**src/rtl/tc_pkg.sv**
```systemverilog
// Shared definitions for the thermocouple datapath: sample width,
// averaging-filter state encoding and the default window size.
package tc_pkg;

    localparam int unsigned TEMP_W             = 20;
    localparam int unsigned DEFAULT_DEPTH_LOG2 = 3;

    typedef enum logic {
        ST_EMPTY = 1'b0,
        ST_RUN   = 1'b1
    } avg_state_e;

endpackage : tc_pkg

```
**src/rtl/tc_ring.sv**
```systemverilog
// Ring-buffer storage for the moving-average window. Supports loading every
// entry at once (prefill) or writing one entry at the pointer. The read port
// returns the entry at the pointer, which is the oldest sample in the window.
module tc_ring
    import tc_pkg::*;
#(
    parameter int unsigned DATA_W     = TEMP_W,
    parameter int unsigned DEPTH_LOG2 = DEFAULT_DEPTH_LOG2
) (
    input  logic                  clk_i,
    input  logic                  rst_n_i,
    input  logic                  prefill_i,
    input  logic                  wr_en_i,
    input  logic [DEPTH_LOG2-1:0] ptr_i,
    input  logic [DATA_W-1:0]     data_i,
    output logic [DATA_W-1:0]     oldest_o
);

    localparam int DEPTH = 1 << DEPTH_LOG2;

    logic [DATA_W-1:0] mem_q [DEPTH];

    // Window storage: reset to zero, prefill all entries, or overwrite the oldest.
    always_ff @(posedge clk_i) begin
        if (!rst_n_i) begin
            for (int i = 0; i < DEPTH; i++) begin
                mem_q[i] <= {DATA_W{1'b0}};
            end
        end else if (prefill_i) begin
            for (int i = 0; i < DEPTH; i++) begin
                mem_q[i] <= data_i;
            end
        end else if (wr_en_i) begin
            mem_q[ptr_i] <= data_i;
        end else begin
            mem_q[ptr_i] <= mem_q[ptr_i];
        end
    end

    assign oldest_o = mem_q[ptr_i];

endmodule : tc_ring

```
**src/rtl/tc_avg_filter.sv**
```systemverilog
// Moving-average filter over the last 2^DEPTH_LOG2 temperature samples.
// A running sum avoids re-adding the window; the average is a plain right
// shift, so no divider is needed. The first sample after reset/clear fills
// the whole window so the output is meaningful immediately.
module tc_avg_filter
    import tc_pkg::*;
#(
    parameter int unsigned DATA_W     = TEMP_W,
    parameter int unsigned DEPTH_LOG2 = DEFAULT_DEPTH_LOG2
) (
    input  logic              i_clk,
    input  logic              i_rst_n,
    input  logic              i_stb,
    input  logic [DATA_W-1:0] i_temp,
    input  logic              i_clear,
    output logic [DATA_W-1:0] o_avg,
    output logic              o_stb,
    output logic              o_primed
);

    localparam int unsigned SUM_W = DATA_W + DEPTH_LOG2;
    localparam logic [DEPTH_LOG2-1:0] PTR_ONE = {{(DEPTH_LOG2-1){1'b0}}, 1'b1};

    avg_state_e            state_q, state_d;
    logic [SUM_W-1:0]      sum_q, sum_d;
    logic [DEPTH_LOG2-1:0] wr_ptr_q, wr_ptr_d;
    logic                  primed_q, primed_d;
    logic                  pend_q, pend_d;
    logic [DATA_W-1:0]     avg_q, avg_d;
    logic                  stb_q, stb_d;

    logic                  prefill_s;
    logic                  run_wr_s;
    logic [DATA_W-1:0]     oldest_s;

    // A strobe while empty, or together with a clear, restarts the window.
    assign prefill_s = i_stb && ((state_q == ST_EMPTY) || i_clear);
    assign run_wr_s  = i_stb && !prefill_s;

    tc_ring #(
        .DATA_W     (DATA_W),
        .DEPTH_LOG2 (DEPTH_LOG2)
    ) u_ring (
        .clk_i     (i_clk),
        .rst_n_i   (i_rst_n),
        .prefill_i (prefill_s),
        .wr_en_i   (run_wr_s),
        .ptr_i     (wr_ptr_q),
        .data_i    (i_temp),
        .oldest_o  (oldest_s)
    );

    // Window bookkeeping: state, running sum, write pointer and primed flag.
    always_comb begin
        state_d  = state_q;
        sum_d    = sum_q;
        wr_ptr_d = wr_ptr_q;
        primed_d = primed_q;
        pend_d   = 1'b0;
        if (prefill_s) begin
            state_d  = ST_RUN;
            sum_d    = SUM_W'(i_temp) << DEPTH_LOG2;
            wr_ptr_d = {DEPTH_LOG2{1'b0}};
            primed_d = 1'b1;
            pend_d   = 1'b1;
        end else if (run_wr_s) begin
            // The outgoing sample is part of sum_q, so this never underflows.
            sum_d    = sum_q + SUM_W'(i_temp) - SUM_W'(oldest_s);
            wr_ptr_d = wr_ptr_q + PTR_ONE;
            pend_d   = 1'b1;
        end else if (i_clear) begin
            state_d  = ST_EMPTY;
            sum_d    = {SUM_W{1'b0}};
            wr_ptr_d = {DEPTH_LOG2{1'b0}};
            primed_d = 1'b0;
        end else begin
            state_d  = state_q;
        end
    end

    // Output stage: one edge after a sample is taken, publish the new average.
    always_comb begin
        avg_d = avg_q;
        stb_d = 1'b0;
        if (pend_q) begin
            avg_d = DATA_W'(sum_q >> DEPTH_LOG2);
            stb_d = 1'b1;
        end else begin
            avg_d = avg_q;
        end
    end

    // State and output registers with synchronous active-low reset.
    always_ff @(posedge i_clk) begin
        if (!i_rst_n) begin
            state_q  <= ST_EMPTY;
            sum_q    <= {SUM_W{1'b0}};
            wr_ptr_q <= {DEPTH_LOG2{1'b0}};
            primed_q <= 1'b0;
            pend_q   <= 1'b0;
            avg_q    <= {DATA_W{1'b0}};
            stb_q    <= 1'b0;
        end else begin
            state_q  <= state_d;
            sum_q    <= sum_d;
            wr_ptr_q <= wr_ptr_d;
            primed_q <= primed_d;
            pend_q   <= pend_d;
            avg_q    <= avg_d;
            stb_q    <= stb_d;
        end
    end

    assign o_avg    = avg_q;
    assign o_stb    = stb_q;
    assign o_primed = primed_q;

endmodule : tc_avg_filter
```
**config.mk**
```make
export PLATFORM = sky130hd
export DESIGN_NAME = tc_avg_filter
export DESIGN_NICKNAME = d
export VERILOG_FILES = /design/src/rtl/tc_pkg.sv /design/src/rtl/tc_ring.sv /design/src/rtl/tc_avg_filter.sv
export SDC_FILE = /design/constraint.sdc
export NUM_CORES = 1
export LEC_CHECK = 0
export BUFFER_PORTS_ARGS = -buffer_cell sky130_fd_sc_hd__buf_4
export CAP_MARGIN = 20
export CORE_MARGIN = 2
export CORE_UTILIZATION = 59
export CTS_CLUSTER_SIZE = 24
export DETAILED_ROUTE_END_ITERATION = 12
export GPL_TIMING_DRIVEN = 0
export PLACE_DENSITY = 0.88
export REMOVE_ABC_BUFFERS = 1
export SLEW_MARGIN = 20
export SYNTH_ARGS = -nofsm -noshare
export SYNTH_HDL_FRONTEND = slang
export SYNTH_SLANG_ARGS = --single-unit
```
**constraint.sdc**
```tcl
create_clock -name i_clk -period 4.75 [get_ports i_clk]
set_clock_uncertainty 0.1 [all_clocks]
set_input_delay 0.2375 -clock i_clk [delete_from_list [all_inputs] [get_ports i_clk]]
set_output_delay 0.2375 -clock i_clk [all_outputs]
set_load 0.01 [all_outputs]
```
==> results.txt <==
- Crit Path Category: reg -> reg
- The startpoint identified for the worst hold timing path is i_temp[1].
* Pin count of the biggest net entering global routing: 110
- In the final routed layout, each cell accounts on average for ~25 um.
* Most area-hungry cell type in the Yosys netlist: edfxtp_1
* Fin crit period: 4.46 ns
- After the flow finishes, the layout carries non-filler instances totaling 1334.
- Once detail routing completed, the nets flagged for antenna violations numbered 0.
* Total DRC errors in the routed layout: 0
- Global-route wire length before repair: 49600 um
* Cell area reported after detailed placement: approximately 0.012 mm2
- Max-cap violations in this run came to 0.
* Maximum buffer depth of the clock tree: 3
- Number of flops mapped to enable cells by yosys: 160
* Ys async rst share: 0
- Clock sink count: 212
- Number of distinct standard cells referenced by the synthesized netlist: 53
- The Yosys step of the flow raised 0 warnings.
- Final worst slack: 0.294 ns
- The startpoint identified for the worst register-to-register timing path is o_primed.
* Number of instances in the synthesized netlist: 1042
- Pre-CTS setup slack: -0.512 ns
- Crit path cell chain: nor2b_1, nor2b_4, buf_16, nor2b_2, nand4_1, nand2_2
* Cell family with the largest share of critical-path delay: simple AND/OR/NAND/NOR gates
* Average via count per standard cell: between 6 and 7
- The number of antenna violations at the first check in global routing was 0.
* Overall die width: 145 um
- Of the available clock period, the critical path in the final layout requires 0.938.
- Utilization of the core after routing: 0.671
* Result of the run: finished, final reports clean
* Cell with the most instances after synthesis: edfxtp_1
- The share of synthesized area in the top cell type comes to 0.408.
* Setup TNS after final layout: 0 ns
- Endpoint arrival time on the critical path: 4.49 ns
* Inserted Clock Buffers: 22
- Startpoint class of the critical path: flop
- Once placement completed, the tool counted placed cells totaling roughly 1.3k.
* Share of synthesized area occupied by flip-flops and latches: 0.496
- The floorplan step set the die height to 145 um.
- CP Buf/Inv Count: 1
- For this run, the leading register cell type out of synthesis is edfxtp_1.
- Starting utilization of the core area: 0.603
- Clock-pin slew was measured on the worst setup and hold paths at around 0.060 ns.
- The congestion estimate from routability-driven global placement came to between 0.8 and 0.9.
* Unrepaired setup endpoints after global routing: false
* Number of search-and-repair iterations in the first detailed-routing pass: 6
- After floorplanning, the core was sized to cover a little under 0.02 mm2.
* Type of the most critical hold path: in -> reg
- In this run, the number of DRC markers left after iteration 0 of detailed routing was approximately 1.7k.
- Diodes inserted: 0
- Slack of the worst reg-to-reg path: 0.29 ns
- TritonCTS built the clock tree.
- STA classifies the critical path endpoint as a flop.
- Summing over every cut layer, the via total after detailed routing is 9230.
- Global-route usage over all layers: 0.298
- Count of port buffers added during placement: 45
* Area of all placed cells without fillers: approximately 0.013 mm2
* Maximum operating frequency: 224 MHz
- Cell types with the largest area share after synthesis: edfxtp_1 41%, dfxtp_1 8.8%, mux4_2 7.6%
* Slew HR: 0.224
- For the worst setup path, the data required time is 4.79 ns.
- Final max-slew violation count: 0
- The largest individual stage delay along the critical path comes from the cell nand2_2.
- Most numerous cell types in the synthesized netlist: 160 x edfxtp_1, 142 x o21ai_1, 97 x nand2_1
- Critical path origin: o_primed
- After global routing the overflow that remains totals 0.
- Maximum ir drop on the vdd rail: 0.353 mV
- Worst path max stage delay: 0.91 ns
- Summed over all nets, the half-perimeter wirelength after detailed placement is around 19000 um.
- The final count of hold timing violations came to 0.
- Synth-to-layout area growth: 11.2%
- Count of final setup violators: 0
* Clock network latency to the later pin of the worst-skew pair: 0.51 ns
- The floorplan step defined a die boundary enclosing 0.0211 mm2.
- Number of flip-flops and latches in the synthesized netlist: approximately 210
- Synth Cell Area: 0.0118 mm2
* Per-instance average area after synthesis: 11.3 um2
- Via count of the first global-routing pass: 8941
* Total Nets Final: 1123
- At the pin with the least slew margin, the transition time is 1.16 ns.
- In this run the number of H-tree levels came out at 1.
- Total detailed-routing wirelength: 32700 um
- Ports placed on the boundary: 46
- Of all nets on the critical path, the largest fanout is 25.
- Number of post-CTS setup repair buffers: 0
- In this run the power density over the cells is 374 mW/mm2.
- Of the cells placed in the final design, the portion with a size suffix greater than 1 is 0.174.
- Summed over all cells, the static leakage comes to 5.07 nW.
- The cell sitting at the root of the clock tree is a clkbuf_16.
- Cell Rows: 51
[flip-flops by register name, indices dropped and copies added, names as in the netlist, named ones only]
name	count
u_ring.mem_q	160
o_primed	1
o_stb	1
sum_q	23
wr_ptr_q	3
pend_q	1
o_avg	20
[power breakdown]
group	internal, mW	switching [mW]
sequential	2.14	0.0641
combinational	0.384	0.659
clock	0.938	0.711
[metal layers]
| layer | vias to the layer above | track usage | wire length, um |
|---|---|---|---|
| met2 | 876 | 0.491 | 15400 |
| met3 | 190 | 0.0701 | 4500 |
| met5 | - | 0 | 0 |
| met1 | 4322 | 0.371 | 11000 |
| met4 | 0 | 0.150 | 1830 |
| li1 | 3842 | - | - |
[worst paths after layout]
path / cells after the start / to
max: 6 / u_ring.mem_q[7][18]
min: 3 / sum_q[4]
max reg2reg: 6 / u_ring.mem_q[7][18]
min reg2reg: 2 / o_avg[17]
[final cells by class]
class	count	area, um2
sequential	212	5850
timing repair buffer	60	579
clock buffer	29	598
fill	1313	6430
clock inverter	9	70.1
tap	265	332
inverter	86	323
multi-input combinational	673	5340
[cell usage in the layout (no fill, tap or decap), drive strengths merged, types with 6 or more instances in the layout]
master,Yosys,routed
nand3,50,50
xnor2,8,8
nand2,97,97
mux4,40,40
inv,86,87
a21oi,37,37
clkbuf,44,29
nor2b,30,30
nand2b,7,7
ha,24,24
clkinv,0,6
fa,20,20
buf,27,55
a22o,12,12
dfxtp,52,52
o21ai,183,183
mux2i,44,44
nand4,10,10
nor3,9,9
mux2,21,21
xor2,6,6
nor2,21,21
edfxtp,160,160
[cells by family after synthesis]
family,count (synthesis),share of synthesized area
multiplexers,105,0.135
AO/OA/AOI/OAI,268,0.145
flip-flops,212,0.496
XOR/XNOR,14,0.0104
AND/OR/NAND/NOR,242,0.0976
adder cells (fa/ha/maj),44,0.0595
buffers and inverters,157,0.0556
[worst reg2reg max path, delay by kind of cell (launching register included)]
family / cells / cell delay, ns
DFF: 1 / 0.35
buffers and inverters: 1 / 0.27
and+or+nand+nor: 5 / 3.35
[metrics by stage]
stage	power, mW	hold WS [ns]
after floorplan	2.92	0.227
after global placement	3.16	0.384
after detailed placement	3.21	0.392
after CTS	4.83	0.00165
after global routing	5.05	0.0251
final	4.90	0.0176
[what timing repair did]
item / 4_1_cts / 5_1_grt
hold endpoints to repair: 6 / 0
hold buffers: 5 / 0
setup endpoints to repair: 40 / 0
resized for setup: 2 / 0
(Power assumes the default switching activity.)
